## src/rtl/instr_mem_loader_pkg.sv

```systemverilog
// Shared definitions for the boot-time instruction memory loader:
// FSM state encodings and the byte-packing geometry.
package instr_mem_loader_pkg;

    typedef enum logic [2:0] {
        HDR   = 3'd0,
        LOAD  = 3'd1,
        WRITE = 3'd2,
        CHK   = 3'd3,
        DONE  = 3'd4,
        ERR   = 3'd5
    } state_t;

    localparam int HDR_BYTES  = 4;
    localparam int BYTE_CNT_W = $clog2(HDR_BYTES);

endpackage

```

## src/rtl/instr_mem_loader_byte_packer.sv

```systemverilog
// Big-endian 8->32 packer: collects bytes MSB first and flags the cycle the
// fourth byte of a word is accepted, presenting the full word combinationally.
module instr_mem_loader_byte_packer
    import instr_mem_loader_pkg::*;
(
    input  logic        clk,
    input  logic        rst,
    input  logic        clear,
    input  logic        take,
    input  logic [7:0]  byte_data,
    output logic [31:0] word,
    output logic        word_valid
);

    logic [BYTE_CNT_W-1:0] byte_cnt;
    logic [23:0]           shift;

    // The word is complete on the same edge its last byte arrives, so the FSM
    // can act without an extra cycle of latency.
    assign word       = {shift, byte_data};
    assign word_valid = take && (byte_cnt == BYTE_CNT_W'(HDR_BYTES - 1));

    always_ff @(posedge clk or posedge rst) begin
        if (rst) begin
            byte_cnt <= '0;
            shift    <= '0;
        end else if (clear) begin
            byte_cnt <= '0;
            shift    <= '0;
        end else if (take) begin
            byte_cnt <= byte_cnt + BYTE_CNT_W'(1);
            shift    <= {shift[15:0], byte_data};
        end
    end

endmodule

```

## src/rtl/instr_mem_loader.sv

```systemverilog
// Boot loader: receives count, N words and an XOR checksum over a byte link,
// writes the words into instruction memory and releases the CPU on success.
module instr_mem_loader
    import instr_mem_loader_pkg::*;
#(
    parameter int                MEM_DEPTH = 256,
    parameter int                ADDR_W    = 32,
    parameter logic [ADDR_W-1:0] BASE_ADDR = '0
) (
    input  logic              clk_i,
    input  logic              rst_i,
    input  logic              byte_valid_i,
    input  logic [7:0]        byte_data_i,
    output logic              byte_ready_o,
    input  logic              load_req_i,
    output logic              wr_en_o,
    output logic [ADDR_W-1:0] wr_addr_o,
    output logic [31:0]       wr_data_o,
    output logic              cpu_rst_o,
    output logic              done_o,
    output logic              err_o
);

    localparam int IDX_W = $clog2(MEM_DEPTH) + 1;

    state_t            state;
    logic [IDX_W-1:0]  idx;
    logic [31:0]       count;
    logic [31:0]       acc;
    logic [31:0]       word;
    logic              word_valid;
    logic              take;
    logic              reload;

    // The WRITE cycle deliberately drops ready so the stream stalls one cycle per word.
    assign byte_ready_o = ~rst_i & ((state == HDR) | (state == LOAD) | (state == CHK));
    assign take         = byte_valid_i & byte_ready_o;
    assign reload       = load_req_i & ((state == DONE) | (state == ERR));

    instr_mem_loader_byte_packer u_packer (
        .clk        (clk_i),
        .rst        (rst_i),
        .clear      (reload),
        .take       (take),
        .byte_data  (byte_data_i),
        .word       (word),
        .word_valid (word_valid)
    );

    always_ff @(posedge clk_i or posedge rst_i) begin
        if (rst_i) begin
            state     <= HDR;
            idx       <= '0;
            count     <= '0;
            acc       <= '0;
            wr_en_o   <= 1'b0;
            wr_addr_o <= '0;
            wr_data_o <= '0;
            cpu_rst_o <= 1'b1;
            done_o    <= 1'b0;
            err_o     <= 1'b0;
        end else begin
            wr_en_o <= 1'b0;
            unique case (state)
                HDR: begin
                    if (word_valid) begin
                        count <= word;
                        if (word > 32'(MEM_DEPTH)) begin
                            state <= ERR;
                            err_o <= 1'b1;
                        end else if (word == '0) begin
                            state <= CHK;
                        end else begin
                            state <= LOAD;
                        end
                    end
                end
                LOAD: begin
                    if (word_valid) begin
                        state     <= WRITE;
                        wr_en_o   <= 1'b1;
                        wr_addr_o <= BASE_ADDR + (ADDR_W'(idx) << 2);
                        wr_data_o <= word;
                    end
                end
                WRITE: begin
                    acc <= acc ^ wr_data_o;
                    if (32'(idx) == count - 32'd1) begin
                        state <= CHK;
                    end else begin
                        idx   <= idx + IDX_W'(1);
                        state <= LOAD;
                    end
                end
                CHK: begin
                    if (word_valid) begin
                        if (word == acc) begin
                            state     <= DONE;
                            done_o    <= 1'b1;
                            cpu_rst_o <= 1'b0;
                        end else begin
                            state <= ERR;
                            err_o <= 1'b1;
                        end
                    end
                end
                DONE, ERR: begin
                    // A reload puts the CPU back in reset before any new word lands.
                    if (load_req_i) begin
                        state     <= HDR;
                        idx       <= '0;
                        count     <= '0;
                        acc       <= '0;
                        done_o    <= 1'b0;
                        err_o     <= 1'b0;
                        cpu_rst_o <= 1'b1;
                    end
                end
                default: state <= HDR;
            endcase
        end
    end

endmodule

```

## config.mk

```make
export PLATFORM = sky130hd
export DESIGN_NAME = instr_mem_loader
export DESIGN_NICKNAME = d
export VERILOG_FILES = /design/src/rtl/instr_mem_loader_pkg.sv /design/src/rtl/instr_mem_loader_byte_packer.sv /design/src/rtl/instr_mem_loader.sv
export SDC_FILE = /design/constraint.sdc
export NUM_CORES = 1
export LEC_CHECK = 0
export BUFFER_PORTS_ARGS = -buffer_cell sky130_fd_sc_hd__buf_2
export CORE_ASPECT_RATIO = 0.9
export CORE_UTILIZATION = 35
export DETAILED_ROUTE_END_ITERATION = 12
export PLACE_DENSITY_LB_ADDON = 0.08
export SYNTH_ARGS = -nofsm -noshare
export SYNTH_HDL_FRONTEND = slang
export SYNTH_SLANG_ARGS = --single-unit
```

## constraint.sdc

```tcl
create_clock -name clk_i -period 4.3 [get_ports clk_i]
set_clock_uncertainty 0.15 [all_clocks]
set_input_delay 0.43 -clock clk_i [delete_from_list [all_inputs] [get_ports clk_i]]
set_output_delay 0.43 -clock clk_i [all_outputs]
set_load 0.05 [all_outputs]
```

-- Yosys cells after proc, flatten, opt, wreduce, memory -nomap -nowiden
Index checks and enable logic that the tools add are counted.
- reduce and logical (&&, ||, !) cells: 16
- bitwise logic cells: 8
- mux-type cells: 35
- add/subtract/negate cells: 3
- eq/ne operators: 16
- order comparisons: 1
- operators by type and width (kind ; count):
    $pmux W32 S2 ; 2
    $mux W32 ; 2
    $mux W24 ; 2
    $eq A32 B32 Y1 ; 1
    $eq A9 B32 Y1 ; 1
    $gt A32 B9 Y1 const B ; 1
    $logic_not A32 Y1 ; 1
    $sub A32 B1 Y32 const B ; 1
    $xor A32 B32 Y32 ; 1
    $mux W9 ; 2
    $pmux W9 S2 ; 1
    $mux W3 ; 5
    $pmux W3 S5 ; 1
    $mux W1 ; 13
    $ne A2 B1 Y1 const B ; 5
    $add A9 B1 Y9 const B ; 1
    $mux W2 ; 4
    $reduce_and A4 Y1 ; 2
    $reduce_bool A2 Y1 ; 4
    $eq A3 B2 Y1 const B ; 2
    $eq A3 B3 Y1 const B ; 2
    $ne A2 B2 Y1 const B ; 3
    $reduce_and A3 Y1 ; 2
    $reduce_and A6 Y1 ; 1
    13 further kinds ; 19
- output and inout port bits: 69
- register bits: 147

-- Depth between registers and ports, before layout
- word-level depth: 8
- mapped depth: 10
- depth with buffers taken out: 10

-- Cells and area by module
A second synthesis with hierarchy kept.
- cells, all modules: 740
- area, all modules: 7402.1 sq um
- by module, submodules not included (module ; seq. area each (sq um) ; cells an instance ; area each (sq um) ; instances):
    instr_mem_loader ; 3029.2 ; 645 ; 6243.5 ; 1
    instr_mem_loader_byte_packer ; 650.6 ; 95 ; 1158.6 ; 1

-- Worst setup path before layout
Ideal clock, no wire load.
- path kind: reg-to-reg
- from: register state[1]
- to: register wr_data_o[0]
- clock period less this slack: 3.639 ns
- arrival: 3.364 ns
- cell stages (with the launch flop): 9
- library setup time: 0.125 ns
- buffers on the path: 2
- path slack: 0.661 ns
- path through: dfrtp_1 clkbuf_1 nor2b_1 nor3_1 and2_1 nand2_1 nor4b_2 clkbuf_1 mux2_2
- cells in the longest elaborated chain, start to end: 7
- elaborated cells on any way between the ends: 9
- those cells by class: eq/ne: 2; bitwise: 4; reduce/logical: 3
- RTL lines (item ; RTL line ; RTL):
    start: declaration ; instr_mem_loader.sv:26 ; state_t state;
    start signal: assignment ; instr_mem_loader.sv:52 ; state <= HDR;
    start signal: assignment ; instr_mem_loader.sv:69 ; state <= ERR;
    start signal: assignment ; instr_mem_loader.sv:72 ; state <= CHK;
    $eq A3 B1 Y1 or $logic_not A3 Y1 (tied branches) ; instr_mem_loader.sv:36 ; assign byte_ready_o = ~rst_i & ((state == HDR) | (state == LOAD) | (state == CHK));
    $or A1 B1 Y1 ; instr_mem_loader.sv:36 ;
    $or A1 B1 Y1 (*) ; instr_mem_loader.sv:36 ;
    $and A1 B1 Y1 (*) ; instr_mem_loader.sv:36 ;
    net byte_ready_o ; instr_mem_loader.sv:14 ; output logic byte_ready_o,
    $and A1 B1 Y1 (*) ; instr_mem_loader.sv:37 ; assign take = byte_valid_i & byte_ready_o;
    $logic_and A1 B1 Y1 (*) ; instr_mem_loader_byte_packer.sv:21 ; assign word_valid = take && (byte_cnt == BYTE_CNT_W'(HDR_BYTES - 1));
    $reduce_and A2 Y1 (no source line) (*) ; n/a ;
    end signal: assignment ; instr_mem_loader.sv:83 ; wr_data_o <= word;
    end: declaration ; instr_mem_loader.sv:18 ; output logic [31:0] wr_data_o,
Mark *: on every way through the listed nets, which the timed path passes. The rest lies on a longest branch.
A chain may end at the register's enable or synchronous reset.

-- Final worst setup path
- from: register count[8]
- to: register idx[3]
- cells in the longest elaborated chain, start to end: 4
- RTL lines (item ; RTL line ; RTL):
    start: declaration ; instr_mem_loader.sv:28 ; logic [31:0] count;
    start signal: assignment ; instr_mem_loader.sv:67 ; count <= word;
    $sub A32 B1 Y32 ; instr_mem_loader.sv:88 ; if (32'(idx) == count - 32'd1) begin
    $eq A9 B32 Y1 ; instr_mem_loader.sv:88 ;
    $ne A2 B2 Y1 (no source line) ; n/a ;
    $reduce_and A3 Y1 (no source line) ; n/a ;
    end signal: assignment ; instr_mem_loader.sv:91 ; idx <= idx + IDX_W'(1);
    end: declaration ; instr_mem_loader.sv:27 ; logic [IDX_W-1:0] idx;
No other way between the ends.

==> reports/qor_table.md <==
| Group | Item | Reported |
|---|---|---|
| drt | Number of vias per cell after detailed routing | 5.07 |
| synth | Share of synthesized registers carrying an async set or reset | 100% |
| setup path | Req. time, crit path | 4.50 ns |
| drt | Post-Route WL | 18600 um |
| floorplan | Number of rows in the core area | 49 |
| floorplan | Core footprint | 20000 sq um |
| synth | Sequential fraction of the synthesis area | 51.6% |
| run | Max-capacitance violation count | 0 |
| outcome | Outcome | finished clean |
| timing | Slew at the pin closest to its max-slew limit | 1.17 ns |
| finish | Layout fillers | 1994 |
| synth | Count of cell types in the netlist | 47 |
| timing | Sum of negative setup slack | 0 ns |
| synth | Cells after Synth | 724 |
| floorplan | DIE AREA | 21000 sq um |
| floorplan | Chip height | 137 um |
| setup path | Capturing element type of the critical path | flop |
| timing | Final setup vio count | 0 |
| setup path | Worst path max stage delay | 0.67 ns |
| timing | Final cycle utilization of the critical path | 73.1% |
| place | Gp weighted congestion | 0.795 |
| setup path | Worst path slowest cell | sky130_fd_sc_hd__nor3_1 |
| cts | Number of setup buffers added after CTS | 0 |
| synth | Seq cells post-synth | 147 |
| setup path | Setup crit start | count[8]$_DFFE_PP0P_ |
| floorplan | Top Ports | 81 |
| setup path | Crit path launch type | flop |
| setup path | Worst reg2reg path startpoint | count[8]$_DFFE_PP0P_ |
| timing | Final hold violations | 0 |
| min path | Type of the worst min-delay path | input port to asynchronous set/reset pin |
| cts | Clock sink count | 147 |
| finish | P&R area growth vs syn | 15.8% |
| timing | Worst max-slew margin expressed relative to the limit | 21.8% |
| drt | Wire length per cell after detailed routing | 17.9 um |
| pwr | Total design power | 6480 uW |
| timing | Max Transition Viols Final | 0 |
| synth | Syn Std Cell Area | 7130 sq um |
| drt | Remaining number of nets flagged by the antenna check after routing | 0 |
| timing | RSZ-0062 raised after global routing | false |
| setup path | CP Buf/Inv Count | 0 |
| synth | Primary flip-flop cell chosen by synthesis mapping | sky130_fd_sc_hd__dfrtp_1 |
| drt | Drt pass-1 iters | 7 |
| finish | Most common cell after layout, fill and taps aside | sky130_fd_sc_hd__dfrtp_1 |
| timing | Min Hold Slack | 0.123 ns |
| cts | H-tree levels | 4 |
| pwr | Power Dens Cells | 785 nW/um^2 |
| place | Buffers added on ports | 57 |
| setup path | Dominant cell type by count on the critical path | sky130_fd_sc_hd__nand2_1 |
| cts | Number of gates given a new drive strength after cts | 0 |
| setup path | Highest fanout seen on the critical path | 9 |
| synth | Synth area leaders | sky130_fd_sc_hd__dfrtp_1 (51%), sky130_fd_sc_hd__mux2_2 (6.5%), sky130_fd_sc_hd__nand2_1 (5.4%) |
| global routing | Pin count of the biggest net entering global routing | 148 |
| floorplan | Initial Utilization | 35.7% |
| drt | Number of vias after detailed routing | 5281 |
| cts | Clock transition at path regs | 0.07 ns |
| drt | Starting DRC count in detailed routing | 417 |
| pwr | Cell leakage power | 0.00374 uW |
| cts | Total clock buffers created by CTS | 17 |
| finish | Ratio of cells with drive above 1 in the final layout | 19.6% |
| timing | Upper clock frequency limit | 318 MHz |
| finish | Number of diodes added for antenna fixing | 0 |
| global routing | Overall fraction of global-route tracks in use | 18.8% |
| setup path | CP Cell Sequence | nor3_1 > and3_1 > nand2_1 > or4_1 > a32oi_1 > nand2_1 > nand4_1 > mux2i_1 |
| place | Hpwl dp | 12400 um |
| setup path | Crit Path Class | flop to flop |
| synth | EDFF count, synth | 0 |
| cts | Insertion delay to the later sink of the worst-skew pair | 0.43 ns |
| synth | Average cell area after synthesis | 9.85 sq um |
| drt | Residual DRC count | 0 |
| cts | Hold buffer count at CTS | 0 |
| timing | Time the worst path needs with I/O delays and setup | 3.14 ns |
| setup path | CP top delay family | simple AND/OR/NAND/NOR gates |
| cts | Root buf cell | sky130_fd_sc_hd__clkbuf_16 |
| setup path | Data arrival at the endpoint of the critical path | 3.34 ns |
| cts | Clock tree from TritonCTS | done |
| global routing | First-pass GRT wire length | 29600 um |
| synth | Yosys warns | 0 |
| pwr | Worst ir drop on vdd | 301 uV |
| global routing | Global route total overflow | 0 |
| synth | Synth area leader | sky130_fd_sc_hd__dfrtp_1 |
| finish | Most used cells in the layout excluding fill and tap cells | sky130_fd_sc_hd__dfrtp_1 (146), sky130_fd_sc_hd__nand2_1 (102), sky130_fd_sc_hd__buf_2 (57) |
| global routing | Antenna violations before repair | 0 |
| floorplan | Die width | 152 um |
| global routing | Number of global-route vias before repair | 5136 |
| cts | Clock tree buffer depth | 2 |
| synth | Area fraction of the dominant cell type after synthesis | 51.2% |
| finish | Nets@finish | 788 |
## tightest hold or removal path, stage by stage
cell	delay (ns)
sky130_fd_sc_hd__buf_2	0.12
sky130_fd_sc_hd__clkinvlp_4	0.07
sky130_fd_sc_hd__buf_12	0.58
## flip-flops by register name (all words and copies together), names as in the netlist
name,count
acc,32
count,32
cpu_rst_o,1
done_o,1
err_o,1
idx,9
state,3
u_packer.byte_cnt,2
u_packer.shift,24
wr_addr_o,9
wr_data_o,32
wr_en_o,1
## cell families after synthesis
group	count (synthesis)	synth area share [%]
mux	45	7.04
compound gates	97	7.65
simple gates	259	17.3
flops	147	51.6
other cells	1	0.0526
fa+ha+maj	3	0.526
buf+inv	93	6.11
xor+xnor	79	9.70
## worst paths after layout
| check | end | cells after the start | slack, ns |
|---|---|---|---|
| min in group clk_i | u_packer.shift[7]$_DFFE_PP0P_ | 3 | 0.17 |
| min | wr_addr_o[2]$_DFFE_PP0P_ | 3 | 0.12 |
| max reg2reg | idx[3]$_DFFE_PP0P_ | 8 | 1.16 |
| max | idx[3]$_DFFE_PP0P_ | 8 | 1.16 |
| max in group asynchronous | acc[28]$_DFFE_PP0P_ | 3 | 3.32 |
| min reg2reg | cpu_rst_o$_DFFE_PP1P_ | 2 | 0.34 |
## where the power goes
group          switching, uW  internal (uW)
Combinational           1420            841
Clock                    649            949
Sequential               668           1950
Total                   2740           3740
## layout make-up
type,instances,area (sq um),share of cell area (%)
Sequential cell,147,3680,44.6
Multi-Input combinational cell,506,3130,37.9
Clock buffer,18,439,5.32
Timing Repair Buffer,66,365,4.43
Tap cell,255,319,3.86
Clock inverter,14,191,2.32
Inverter,35,135,1.64
## through the flow
stage	std cells	utilization (%)	setup WS, ns	instance area, sq um
after CTS	1041	41.3	1.22	8260
after global placement	1009	38.1	1.29	7620
after floorplan	746	-	0.661	7220
after detailed placement	1009	38.1	1.24	7620
final	1041	41.3	1.16	8260
after global routing	1041	41.3	0.941	8260
## synthesized netlist by cell type, drive strengths merged, types with 2 or more instances
library cell	number
dfrtp	146
nand2	102
nor2	47
o21ai	44
xnor2	42
mux2	41
nand3	41
xor2	37
a21oi	35
clkbuf	35
inv	35
buf	23
nand4	20
nor4	13
nor3	10
and2	4
mux2i	4
nor4b	4
o211ai	4
or4	4
ha	3
nand2b	3
nor2b	3
or3	3
a211oi	2
a22oi	2
a32oi	2
and3	2
## per-layer routing
| layer | global-route usage (%) | part of all wire (%) | up-vias |
|---|---|---|---|
| li1 | - | - | 2511 |
| met1 | 27.0 | 50 | 2620 |
| met2 | 28.2 | 44 | 131 |
| met3 | 4.12 | 4.2 | 19 |
| met4 | 5.56 | 1.4 | 0 |
| met5 | 0 | 0 | - |
No activity file was read; power rests on OpenSTA's default activity.
